## src/rtl/sc_pkg.sv

```systemverilog
`timescale 1ns/1ps
// sc_pkg: shared definitions for the stochastic-computing divider blocks.
// Holds the unipolar/bipolar mode encoding, the default counter width and
// the feedback-product helper used by each divider lane.
package sc_pkg;

   // Stochastic number representation carried on the bit streams.
   typedef enum logic {
      SC_UNIPOLAR = 1'b0,
      SC_BIPOLAR  = 1'b1
   } sc_mode_e;

   // Default counter / random-number width.
   localparam int unsigned SC_DEFAULT_W = 6;

   // Stochastic product of the delayed quotient and the divisor stream.
   // Unipolar multiply is AND; bipolar multiply is XNOR.
   function automatic logic sc_feedback(input sc_mode_e mode,
                                        input logic     q,
                                        input logic     d);
      logic p;
      if (mode == SC_BIPOLAR) begin
         p = ~(q ^ d);
      end else begin
         p = q & d;
      end
      return p;
   endfunction

endpackage

```

## src/rtl/sc_div_lane.sv

```systemverilog
`timescale 1ns/1ps
// sc_div_lane: one stochastic divider lane.
// A saturating up/down counter tracks the quotient value; it is compared
// against the shared random number to regenerate the quotient stream. The
// registered quotient is multiplied by the divisor stream and the product is
// steered toward the dividend stream by the counter, which closes the loop
// dividend = quotient * divisor.
module sc_div_lane
   import sc_pkg::*;
#(
   parameter int unsigned W    = SC_DEFAULT_W,
   parameter int unsigned INIT = 2**(W-1)
) (
   input  logic         clk,
   input  logic         rst_n,
   input  logic         i_en,
   input  logic         i_clr,
   input  logic         i_bipolar,
   input  logic [W-1:0] i_rand_num,
   input  logic         i_dividend,
   input  logic         i_divisor,
   output logic         o_quotient,
   output logic [W-1:0] o_cnt,
   output logic         o_sat_hi,
   output logic         o_sat_lo
);

   localparam logic [W-1:0] LP_INIT = W'(INIT);
   localparam logic [W-1:0] LP_MAX  = {W{1'b1}};
   localparam logic [W-1:0] LP_ONE  = W'(1);

   logic [W-1:0] r_cnt;
   logic         r_q_d1;

   sc_mode_e     w_mode;
   logic         w_quotient;
   logic         w_p;
   logic         w_inc;
   logic         w_dec;
   logic         w_sat_hi;
   logic         w_sat_lo;
   logic [W-1:0] w_cnt_nxt;

   // Compare, feedback product and step decode for the current cycle.
   always_comb begin
      w_mode     = sc_mode_e'(i_bipolar);
      w_quotient = (r_cnt >= i_rand_num);
      w_p        = sc_feedback(w_mode, r_q_d1, i_divisor);
      // Step only when dividend and product disagree.
      w_inc      = i_dividend & ~w_p;
      w_dec      = ~i_dividend & w_p;
      w_sat_hi   = (r_cnt == LP_MAX);
      w_sat_lo   = (r_cnt == '0);
   end

   // Saturating next-count: a blocked step leaves the counter untouched.
   always_comb begin
      w_cnt_nxt = r_cnt;
      if (w_inc && !w_sat_hi) begin
         w_cnt_nxt = r_cnt + LP_ONE;
      end else if (w_dec && !w_sat_lo) begin
         w_cnt_nxt = r_cnt - LP_ONE;
      end
   end

   // Counter and delayed-quotient state; clr overrides en.
   always_ff @(posedge clk or negedge rst_n) begin
      if (!rst_n) begin
         r_cnt  <= LP_INIT;
         r_q_d1 <= 1'b0;
      end else if (i_clr) begin
         r_cnt  <= LP_INIT;
         r_q_d1 <= 1'b0;
      end else if (i_en) begin
         r_cnt  <= w_cnt_nxt;
         r_q_d1 <= w_quotient;
      end
   end

   // Outputs are direct decodes of the current state.
   always_comb begin
      o_quotient = w_quotient;
      o_cnt      = r_cnt;
      o_sat_hi   = w_sat_hi;
      o_sat_lo   = w_sat_lo;
   end

endmodule

```

## src/rtl/sc_div_mc.sv

```systemverilog
`timescale 1ns/1ps
// sc_div_mc: multi-lane stochastic divider.
// Replicates sc_div_lane LANES times; lanes share only clock, reset, the
// enable/clear controls, the polarity mode and the comparison random number.
module sc_div_mc
   import sc_pkg::*;
#(
   parameter int unsigned W     = SC_DEFAULT_W,
   parameter int unsigned LANES = 4,
   parameter int unsigned INIT  = 2**(W-1)
) (
   input  logic               clk,
   input  logic               rst_n,
   input  logic               en,
   input  logic               clr,
   input  logic               bipolar,
   input  logic [W-1:0]       rand_num,
   input  logic [LANES-1:0]   dividend,
   input  logic [LANES-1:0]   divisor,
   output logic [LANES-1:0]   quotient,
   output logic [LANES*W-1:0] cnt_o,
   output logic [LANES-1:0]   sat_hi,
   output logic [LANES-1:0]   sat_lo
);

   // One independent divider per lane; lane i owns cnt_o[i*W +: W].
   for (genvar g = 0; g < LANES; g++) begin : g_lane
      sc_div_lane #(
         .W    (W),
         .INIT (INIT)
      ) u_lane (
         .clk        (clk),
         .rst_n      (rst_n),
         .i_en       (en),
         .i_clr      (clr),
         .i_bipolar  (bipolar),
         .i_rand_num (rand_num),
         .i_dividend (dividend[g]),
         .i_divisor  (divisor[g]),
         .o_quotient (quotient[g]),
         .o_cnt      (cnt_o[g*W +: W]),
         .o_sat_hi   (sat_hi[g]),
         .o_sat_lo   (sat_lo[g])
      );
   end

endmodule

```

## config.mk

```make
export PLATFORM = sky130hd
export DESIGN_NAME = sc_div_mc
export DESIGN_NICKNAME = d
export VERILOG_FILES = /design/src/rtl/sc_pkg.sv /design/src/rtl/sc_div_lane.sv /design/src/rtl/sc_div_mc.sv
export SDC_FILE = /design/constraint.sdc
export NUM_CORES = 1
export LEC_CHECK = 0
export CAP_MARGIN = 20
export CORE_ASPECT_RATIO = 0.75
export CORE_MARGIN = 2
export CORE_UTILIZATION = 53
export CTS_BUF_LIST = sky130_fd_sc_hd__clkbuf_16
export DETAILED_ROUTE_END_ITERATION = 10
export MAX_ROUTING_LAYER = met4
export PLACE_DENSITY = 0.8
export SLEW_MARGIN = 20
export SYNTH_ARGS = -nofsm -noshare
export SYNTH_HDL_FRONTEND = slang
export SYNTH_HIERARCHICAL = 1
export SYNTH_SLANG_ARGS = --single-unit
export TNS_END_PERCENT = 1
```

## constraint.sdc

```tcl
create_clock -name clk -period 6.4 [get_ports clk]
set_input_delay 1.92 -clock clk [delete_from_list [all_inputs] [get_ports clk]]
set_output_delay 1.92 -clock clk [all_outputs]
set_load 0.005 [all_outputs]
```

==> run_results.csv, run 1 <==
group,metric,value,unit
outcome,status,"completed",
setup_path,required,4.48,ns
timing,fmax,165,MHz
route,via_per_inst,5.71,
timing,hold_viol_final,0,
place,pre_cts_slack,0.399,ns
route,vias,2796,
cells_and_area,layout.nets,483,
route,wirelength,7610,µm
power,p_clk_frac,0.239,
grt,grt_usage,0.255,
logic_synthesis,yosysMostFrequentCell,"inv_1",
logic_synthesis,synth_nets,423,
timing,slew_violations,0,
logic_synthesis,synth_edf_count,0,
grt,grt_pass1_vias,2757,
route,drc,0,
power,peakVddDrop,0.000127,V
clock_network,cts_resized,0,
setup_path,endpoint,"quotient[1]",
setup_path,reg2regPathDepth,11,
worst_hold_path,hold_path_class,"reg2reg",
setup_path,crit_arrival,4.14,ns
cells_and_area,areaGrowthSynthToFinish,24.4,%
timing,finClkSkew,0.00670,ns
power,switchingPower,292,µW
setup_path,crit_type,"in2out",
setup_path,start_kind,"input port",
place,hpwl,5690,µm
clock_network,insertion_delay,0.27,ns
logic_synthesis,ys.warnings.count,6,
power,powerDensity,213,mW/mm²
logic_synthesis,syn_area_per_cell,8.59,µm²
setup_path,reg2reg_to,"g_lane[0].u_lane/o_cnt[5]$_DFFE_PN1P_",
power,internal_power,518,µW
place,portBuffers,54,
logic_synthesis,syn_inst,356,
route,postRouteAntennaNets,0,
clock_network,cts_setup_buffers,0,
timing,fin_setup_tns,0,ns
cells_and_area,final_layout_size_suffix_gt1_frac,0.0795,
timing,slew_headroom,0.356,
power,power_frac_comb,0.456,
setup_path,endpoint_kind,"primary output",
setup_path,reg2reg_from,"g_lane[0].u_lane/r_q_d1$_DFFE_PN0P_",
floorplan,rows,23,
logic_synthesis,async_flop_share,1.00,
logic_synthesis,yosysTopAreaCellShare,0.196,
logic_synthesis,synthFlopType,"dfrtp_1",
power,p_sw_frac,0.361,
floorplan,start_util,0.559,
logic_synthesis,synth_area,0.00306,mm²
cells_and_area,n_antenna_cell,0,
timing,setup_ws,0.336,ns
logic_synthesis,synth.distinct_cells,30,
clock_network,cts_tree,"yes",
grt,antenna_found_initial,0,
clock_network,holdBufCountCts,0,
timing,finalCritPeriodShare,0.947,
run,drv_cap,0,
route,drt_iter0_drc,131,
power,cellLeakagePower,1.90,nW
setup_path,cp_max_fo,4,
floorplan,chipHeight,69.8,µm
timing,worst_pin_slew,0.963,ns
route,dr.pass1.iters,4,
setup_path,cp-startpoint,"rand_num[0]",
clock_network,cts.sink_count,28,
grt,grt_max_degree,29,
grt,gr-total-overflow,0,
timing,finalSetupViolCount,0,
floorplan,fp.dieW,91.7,µm
clock_network,cts_buffer_depth,2,
grt,grt_pass1_wl,13000,µm
place,place_congestion,0.897,
logic_synthesis,ys_seq_area_frac,0.231,
route,wl_per_cell,15.5,µm
timing,rsz0062_at_grt,"no",
floorplan,ios,55,
floorplan,dieArea,0.00640,mm²
logic_synthesis,synth_commonest_cells,"inv_1, ha_1, nand2_1",
logic_synthesis,ys_ff_latch,28,
clock_network,numCtsBuffers,3,
logic_synthesis,synth_area_leaders,"dfrtp_1, ha_1, inv_1, a21o_1, nand2_1",
clock_network,path_clk_slew,0.08,ns
clock_network,cts-root-buf,"clkbuf_16",
logic_synthesis,yosysTopAreaCell,"dfrtp_1",
timing,period_minus_slack,6.06,ns
power,seq_power_share,0.306,
setup_path,r2r_slack,3.28,ns
clock_network,htree_levels,1,
floorplan,coreArea,0.00547,mm²
-- power groups by stage --
stage               Combinational (mW)  Sequential [mW]  Clock (mW)
detailed placement               0.364            0.250           0
global placement                 0.349            0.249           0
global route                     0.416            0.254       0.205
finish                           0.369            0.248       0.194
CTS                              0.370            0.247       0.198
floorplan                        0.232            0.239           0
-- per-stage QoR --
step	utilization	instances	hold WS [ns]	area (µm²)	total power, mW
6_report	0.696	490	0.611	3800	0.810
5_1_grt	0.696	490	0.635	3800	0.875
4_1_cts	0.696	490	0.614	3800	0.815
3_5_place_dp	0.677	486	0.601	3700	0.614
3_3_place_gp	0.677	486	0.589	3700	0.598
2_1_floorplan	-	356	0.558	3060	0.471
-- worst min path at each step --
stage	start	to	slack [ns]	depth (start not counted)
2_1_floorplan	g_lane[0].u_lane/o_cnt[1]$_DFFE_PN0P_	g_lane[0].u_lane/o_cnt[1]$_DFFE_PN0P_	0.56	2
3_3_place_gp	g_lane[1].u_lane/o_cnt[0]$_DFFE_PN0P_	g_lane[1].u_lane/o_cnt[0]$_DFFE_PN0P_	0.59	1
3_5_place_dp	g_lane[1].u_lane/o_cnt[5]$_DFFE_PN1P_	g_lane[1].u_lane/o_cnt[5]$_DFFE_PN1P_	0.60	3
4_1_cts	g_lane[1].u_lane/o_cnt[5]$_DFFE_PN1P_	g_lane[1].u_lane/o_cnt[5]$_DFFE_PN1P_	0.61	3
5_1_grt	g_lane[1].u_lane/o_cnt[5]$_DFFE_PN1P_	g_lane[1].u_lane/o_cnt[5]$_DFFE_PN1P_	0.64	3
6_report	g_lane[2].u_lane/o_cnt[2]$_DFFE_PN0P_	g_lane[2].u_lane/o_cnt[2]$_DFFE_PN0P_	0.61	2
-- layout by cell type, fill, tap and decap left out, types with 3 or more instances in the layout --
cell type,count
dfstp_2,4
inv_1,52
a21oi_1,12
nand2b_1,8
o31a_1,4
a2111oi_4,4
a21o_1,20
or2_2,8
clkdlybuf4s50_1,54
o21ai_0,28
xnor2_1,4
ha_1,44
a211oi_1,8
nor4_1,4
or4_1,4
and3b_1,4
a221oi_2,4
nand2_1,40
nand3_1,12
nand4_1,4
xor2_1,12
nor2_1,20
fa_1,4
or3_1,4
o311a_1,4
a2bb2oi_2,4
and4_1,4
dfrtp_1,24
nand2b_4,4
a21boi_0,4
clkbuf_16,3
nor2b_1,4
-- kinds of logic (layout without fill, tap and decap cells) --
group,after synthesis,after routing,synth area share
AOI/OAI and AO/OA,92,92,0.244
xor gates and xnor gates,16,16,0.0458
buffers and inverters,52,111,0.0638
DFF,28,28,0.231
adders and majority gates,48,48,0.206
and+or+nand+nor,120,120,0.209
-- metal layers --
layer / wire length (µm) / up-vias / GRT usage
met5: 0 / - / -
met1: 3520 / 1304 / 0.341
met4: 53 / 0 / 0.0431
li1: - / 1385 / -
met3: 484 / 6 / 0.0337
met2: 3560 / 101 / 0.421
-- layout make-up --
type	count	area (µm²)
clock buffer	3	75.1
tap	75	93.8
timing repair buffer	55	548
fill	454	1660
clock inverter	1	30.0
inverter	52	195
multi-input combinational	276	2160
sequential	28	706
-- state kept, by name (all words and copies together) (netlist names) --
name and flops:
g_lane.u_lane/r_q_d1 4, g_lane.u_lane/o_cnt 24
-- worst max-delay path: stages --
cell             delay [ns]
clkdlybuf4s50_1        0.62
ha_1                   0.30
nand2b_1               0.15
a21o_1                 0.18
a21oi_1                0.15
nor2_1                 0.08
or2_2                  0.31
clkdlybuf4s50_1        0.45
Power figures use the tool's default switching activity.
==> run 2: changes to the inputs <==
--- a/config.mk
+++ b/config.mk
@@ -5,6 +5,7 @@
 export SDC_FILE = /design/constraint.sdc
 export NUM_CORES = 1
 export LEC_CHECK = 0
+export ABC_AREA = 1
 export CAP_MARGIN = 20
 export CORE_ASPECT_RATIO = 0.75
 export CORE_MARGIN = 2
@@ -13,6 +14,7 @@
 export DETAILED_ROUTE_END_ITERATION = 10
 export MAX_ROUTING_LAYER = met4
 export PLACE_DENSITY = 0.8
+export RECOVER_POWER = 50
 export SLEW_MARGIN = 20
 export SYNTH_ARGS = -nofsm -noshare
 export SYNTH_HDL_FRONTEND = slang
==> run_results.csv, run 2 <==
group,metric,value,unit
logic_synthesis,yosysMostFrequentCell,"nand2_1",
setup_path,r2r_slack,4.12,ns
logic_synthesis,synth_area_leaders,"dfrtp_1, ha_1, nand2_1, inv_1, nand2_4",
cells_and_area,largest_reg_flops,24,
clock_network,cts-root-buf,"clkbuf_16",
logic_synthesis,synth_commonest_cells,"nand2_1, inv_1, ha_1",
timing,fmax,176,MHz
floorplan,dieArea,0.00644,mm²
setup_path,crit_type,"in2out",
floorplan,start_util,0.563,
clock_network,path_clk_slew,0.07,ns
clock_network,cts_tree,"yes",
timing,fin_setup_tns,0,ns
run,drv_cap,1,
setup_path,crit_arrival,3.77,ns
power,total_power,715,µW
grt,grt_use_met1,0.291,
grt,met3_usage,0.0173,
setup_path,endpoint,"quotient[0]",
power,powerDensity,188,mW/mm²
timing,rsz0062_at_grt,"no",
timing,hold_viol_final,0,
power,seq_power_share,0.333,
clock_network,htree_levels,1,
power,peakVddDrop,0.0000851,V
clock_network,numCtsBuffers,3,
cells_and_area,n_antenna_cell,0,
power,cellLeakagePower,2.12,nW
logic_synthesis,synthFlopType,"dfrtp_1",
setup_path,path_cells,"clkdlybuf4s50_1 > inv_1 > ha_1 > nand2_1 > nor2_1 > o21ai_0 > o211ai_1 > clkdlybuf4s50_1",
logic_synthesis,async_flop_share,1.00,
floorplan,rows,23,
floorplan,ios,55,
route,vias,2862,
setup_path,reg2reg_to,"g_lane[1].u_lane/o_cnt[5]$_DFFE_PN1P_",
setup_path,start_kind,"input port",
grt,grt_pass1_wl,12100,µm
clock_network,holdBufCountCts,0,
route,drt_iter0_drc,92,
logic_synthesis,synth_area,0.00308,mm²
outcome,violations,"max-capacitance violations, max-slew violations",
logic_synthesis,synth_edf_count,0,
clock_network,cts_buffer_depth,2,
setup_path,endpoint_kind,"primary output",
grt,antenna_found_initial,0,
setup_path,critPathTopFamily,"buffers and inverters",
grt,grt_max_degree,29,
floorplan,chipHeight,70.0,µm
grt,met2_usage,0.408,
timing,period_minus_slack,5.69,ns
power,p_clk_frac,0.205,
setup_path,crit_buf_inv,3,
cells_and_area,final_layout_size_suffix_gt1_frac,0.0872,
cells_and_area,layout_common_cells,"nand2_1, inv_1, ha_1",
logic_synthesis,ys_seq_area_frac,0.229,
power,p_sw_frac,0.391,
place,portBuffers,54,
setup_path,reg2regPathDepth,16,
logic_synthesis,syn_area_per_cell,7.09,µm²
outcome,status,"finished, violations left",
timing,finalCritPeriodShare,0.890,
setup_path,slowest_stage,"clkdlybuf4s50_1",
timing,finClkSkew,0.00142,ns
floorplan,coreArea,0.00547,mm²
setup_path,cp-startpoint,"rand_num[5]",
setup_path,cp_common_cell,"clkdlybuf4s50_1",
grt,grt_usage,0.232,
place,place_congestion,0.911,
grt,grt_pass1_vias,2787,
route,wirelength,6980,µm
cells_and_area,layout.nets,561,
place,hpwl,5650,µm
setup_path,required,4.48,ns
clock_network,cts_resized,0,
worst_hold_path,hold_path_class,"reg2reg",
power,switchingPower,280,µW
logic_synthesis,yosysTopAreaCellShare,0.195,
route,postRouteAntennaNets,0,
power,power_frac_comb,0.462,
route,wl_per_cell,12.3,µm
route,drc,0,
timing,finalSetupViolCount,0,
timing,worst_pin_slew,1.53,ns
clock_network,cts_setup_buffers,0,
logic_synthesis,syn_inst,434,
cells_and_area,final_common_cell,"nand2_1",
timing,slew_violations,29,
grt,gr-total-overflow,0,
logic_synthesis,ys.warnings.count,6,
logic_synthesis,synth_nets,501,
power,internal_power,435,µW
floorplan,fp.dieW,92.0,µm
setup_path,cp_max_fo,4,
route,via_per_inst,5.04,
timing,slew_headroom,-0.0174,
setup_path,crit_cells,8,
logic_synthesis,synth.distinct_cells,22,
clock_network,cts.sink_count,28,
logic_synthesis,ys_ff_latch,28,
logic_synthesis,yosysTopAreaCell,"dfrtp_1",
setup_path,reg2reg_from,"g_lane[1].u_lane/r_q_d1$_DFFE_PN0P_",
route,dr.pass1.iters,5,
setup_path,max_stage_delay,0.56,ns
clock_network,insertion_delay,0.26,ns
cells_and_area,areaGrowthSynthToFinish,23.3,%
grt,busiest_layer,"met2",
-- run 2: worst min-delay path by stage --
stage / cells after the start / slack [ns] / from / endpoint
2_1_floorplan: 2 / 0.51 / g_lane[0].u_lane/r_q_d1$_DFFE_PN0P_ / g_lane[0].u_lane/r_q_d1$_DFFE_PN0P_
3_3_place_gp: 2 / 0.53 / g_lane[3].u_lane/r_q_d1$_DFFE_PN0P_ / g_lane[3].u_lane/r_q_d1$_DFFE_PN0P_
3_5_place_dp: 2 / 0.54 / g_lane[1].u_lane/r_q_d1$_DFFE_PN0P_ / g_lane[1].u_lane/r_q_d1$_DFFE_PN0P_
4_1_cts: 2 / 0.57 / g_lane[0].u_lane/o_cnt[5]$_DFFE_PN1P_ / g_lane[0].u_lane/o_cnt[5]$_DFFE_PN1P_
5_1_grt: 2 / 0.59 / g_lane[1].u_lane/o_cnt[5]$_DFFE_PN1P_ / g_lane[1].u_lane/o_cnt[5]$_DFFE_PN1P_
6_report: 2 / 0.56 / g_lane[2].u_lane/r_q_d1$_DFFE_PN0P_ / g_lane[2].u_lane/r_q_d1$_DFFE_PN0P_
-- run 2: kinds of logic after synthesis --
logic type,count (synthesis),synth area share
buf+inv,90,0.116
fa+ha+maj,48,0.205
simple gates,196,0.310
flops,28,0.229
compound gates,60,0.106
xor+xnor,12,0.0341
-- run 2: area by class of cell --
class | count | area (µm²)
clock inverter | 1 | 3.75
inverter | 90 | 358
timing repair buffer | 55 | 544
clock buffer | 3 | 75.1
sequential | 28 | 706
fill | 460 | 1670
tap | 75 | 93.8
multi-input combinational | 316 | 2010
-- run 2: tightest hold or removal path, delay by kind of cell (launching register included) --
kind,cells,cell delay [ns]
AND/OR/NAND/NOR,1,0.10
flip-flops,1,0.35
AO/OA/AOI/OAI,1,0.07
-- run 2: routing by layer --
metal	vias up	wire length, µm
li1	1491	-
met1	1314	3180
met2	51	3520
met3	6	224
met4	0	51
met5	-	0
-- run 2: per-stage QoR --
step	instance area (µm²)	instances	worst slack, ns	hold WS [ns]	utilization
2_1_floorplan	3080	434	1.91	0.508	-
3_3_place_gp	3720	564	0.737	0.531	0.680
3_5_place_dp	3720	564	0.699	0.538	0.680
4_1_cts	3800	568	0.699	0.566	0.695
5_1_grt	3790	568	0.584	0.589	0.694
6_report	3790	568	0.706	0.561	0.694
-- run 2: power by group through the flow --
stage	clock network (mW)	logic (mW)	registers (mW)
finish	0.146	0.330	0.238
global route	0.155	0.376	0.245
CTS	0.149	0.337	0.239
detailed placement	0	0.336	0.242
global placement	0	0.317	0.240
floorplan	0	0.220	0.232
==> run 3: changes to the inputs <==
--- a/config.mk
+++ b/config.mk
@@ -9,11 +9,11 @@
 export CAP_MARGIN = 20
 export CORE_ASPECT_RATIO = 0.75
 export CORE_MARGIN = 2
-export CORE_UTILIZATION = 53
+export CORE_UTILIZATION = 49
 export CTS_BUF_LIST = sky130_fd_sc_hd__clkbuf_16
 export DETAILED_ROUTE_END_ITERATION = 10
 export MAX_ROUTING_LAYER = met4
-export PLACE_DENSITY = 0.8
+export PLACE_DENSITY = 0.78
 export RECOVER_POWER = 50
 export SLEW_MARGIN = 20
 export SYNTH_ARGS = -nofsm -noshare
==> constraint.sdc (replaced) <==
create_clock -name clk -period 4.9 [get_ports clk]
set_input_delay 1.47 -clock clk [delete_from_list [all_inputs] [get_ports clk]]
set_output_delay 1.47 -clock clk [all_outputs]
set_load 0.005 [all_outputs]
==> run_results.csv, run 3 (synthesis results as in run 2) <==
group,metric,value,unit
timing,slew_headroom,-0.0504,
setup_path,slowest_stage,"clkdlybuf4s50_1",
timing,fmax,209,MHz
clock_network,cts_tree,"yes",
route,wirelength,6920,µm
power,power_frac_comb,0.461,
setup_path,cp_max_fo,4,
timing,rsz0062_at_grt,"no",
worst_hold_path,hold_path_class,"reg2reg",
power,peakVddDrop,0.000166,V
power,internal_power,568,µW
clock_network,cts_buffer_depth,2,
clock_network,insertion_delay,0.26,ns
timing,slew_violations,29,
power,powerDensity,244,mW/mm²
route,postRouteAntennaNets,0,
setup_path,crit_arrival,3.30,ns
setup_path,endpoint_kind,"primary output",
floorplan,dieArea,0.00694,mm²
power,p_sw_frac,0.388,
power,switchingPower,360,µW
floorplan,coreArea,0.00595,mm²
clock_network,numCtsBuffers,3,
setup_path,cp_common_cell,"clkdlybuf4s50_1",
cells_and_area,layout.nets,561,
clock_network,path_clk_slew,0.07,ns
route,vias,2851,
timing,hold_viol_final,0,
setup_path,required,3.43,ns
floorplan,start_util,0.518,
grt,antenna_found_initial,0,
grt,grt_pass1_wl,12300,µm
power,cellLeakagePower,2.14,nW
setup_path,crit_type,"in2out",
power,seq_power_share,0.335,
timing,worst_pin_slew,1.58,ns
cells_and_area,post-route-cell-area,0.00380,mm²
place,portBuffers,54,
timing,finalSetupViolCount,0,
route,drc,0,
outcome,status,"finished, violations left",
cells_and_area,largest_reg_flops,24,
grt,gr-total-overflow,0,
power,p_clk_frac,0.204,
timing,fin_setup_tns,0,ns
clock_network,htree_levels,1,
grt,grt_usage,0.227,
floorplan,fp.dieW,95.5,µm
route,wl_per_cell,12.1,µm
setup_path,path_cells,"clkdlybuf4s50_1 > inv_1 > ha_1 > a21boi_0 > o21ai_0 > o211ai_1 > clkdlybuf4s50_1",
cells_and_area,final_common_cell,"nand2_1",
timing,finalCritPeriodShare,0.974,
clock_network,cts-root-buf,"clkbuf_16",
floorplan,ios,55,
place,place_area,0.00372,mm²
outcome,violations,"max-capacitance violations, max-slew violations",
place,place_congestion,0.900,
place,dp.cells,567,
grt,grt_pass1_vias,2868,
timing,finClkSkew,0.00147,ns
setup_path,max_stage_delay,0.56,ns
setup_path,start_kind,"input port",
cells_and_area,final_cells,571,
floorplan,chipHeight,72.6,µm
floorplan,rows,24,
route,dr.pass1.iters,4,
cells_and_area,areaGrowthSynthToFinish,23.6,%
clock_network,cts.sink_count,28,
route,drt_iter0_drc,91,
cells_and_area,final_layout_size_suffix_gt1_frac,0.0872,
cells_and_area,n_antenna_cell,0,
run,drv_cap,1,
timing,period_minus_slack,4.77,ns
clock_network,cts_setup_buffers,0,
place,hpwl,5620,µm
grt,grt_max_degree,29,
route,via_per_inst,4.99,
cells_and_area,layout_common_cells,"nand2_1, inv_1, ha_1",
[run 3: layout make-up]
cell class	count	area [µm²]
fillers	537	2140
multi-input cells	316	2010
flip-flops and latches	28	706
repair buffers	55	549
inverters	90	358
well taps	78	97.6
clock buffers	3	75.1
clock inverters	1	3.75
[run 3: power groups by stage]
stage               Clock (mW)  Sequential [mW]  Combinational [mW]
finish                   0.189            0.311               0.428
global route             0.205            0.318               0.494
CTS                      0.193            0.312               0.439
detailed placement           0            0.316               0.436
global placement             0            0.314               0.417
floorplan                    0            0.303               0.287
[run 3: stage by stage]
| step | power, mW | hold WS (ns) | setup slack (ns) | util |
|---|---|---|---|---|
| 2_1_floorplan | 0.590 | 0.508 | 1.31 | - |
| 5_1_grt | 1.02 | 0.582 | 0.0229 | 0.640 |
| 6_report | 0.927 | 0.556 | 0.125 | 0.640 |
| 3_5_place_dp | 0.752 | 0.541 | 0.0942 | 0.626 |
| 4_1_cts | 0.943 | 0.559 | 0.0938 | 0.640 |
| 3_3_place_gp | 0.731 | 0.531 | 0.137 | 0.626 |
[run 3: what timing repair did]
item / 4_1_cts / 5_1_grt
endpoints found under the setup margin: 0 / 1
hold buffers: 0 / 0
resized for setup: 0 / 2
[run 3: final timing paths]
check                      slack [ns]                                 from  cells past startpoint                                    end
min in group asynchronous        2.13                                rst_n                      2  g_lane[3].u_lane/o_cnt[2]$_DFFE_PN0P_
hold / removal                   0.56  g_lane[0].u_lane/r_q_d1$_DFFE_PN0P_                      2    g_lane[0].u_lane/r_q_d1$_DFFE_PN0P_
setup / recovery                 0.13                          rand_num[1]                      7                            quotient[0]
hold reg to reg                  0.56  g_lane[0].u_lane/r_q_d1$_DFFE_PN0P_                      2    g_lane[0].u_lane/r_q_d1$_DFFE_PN0P_
setup reg to reg                 2.60  g_lane[1].u_lane/r_q_d1$_DFFE_PN0P_                     16  g_lane[1].u_lane/o_cnt[5]$_DFFE_PN1P_
max in group asynchronous        1.86                                rst_n                      2  g_lane[2].u_lane/o_cnt[4]$_DFFE_PN0P_
[run 3: worst max-delay path, delay by kind of cell]
family	cells	cell delay (ns)
buffers and inverters	3	1.17
AO/OA/AOI/OAI	3	0.39
adder cells (fa/ha/maj)	1	0.27
[run 3: metal layers]
layer  wire length [µm]  track usage  up-vias  share of wire
li1                   -            -     1495              -
met1               3160        0.275     1295           0.46
met3                287       0.0289        4          0.041
met5                  0            -        -              0
met2               3450        0.416       57           0.50
met4                 27       0.0317        0         0.0039
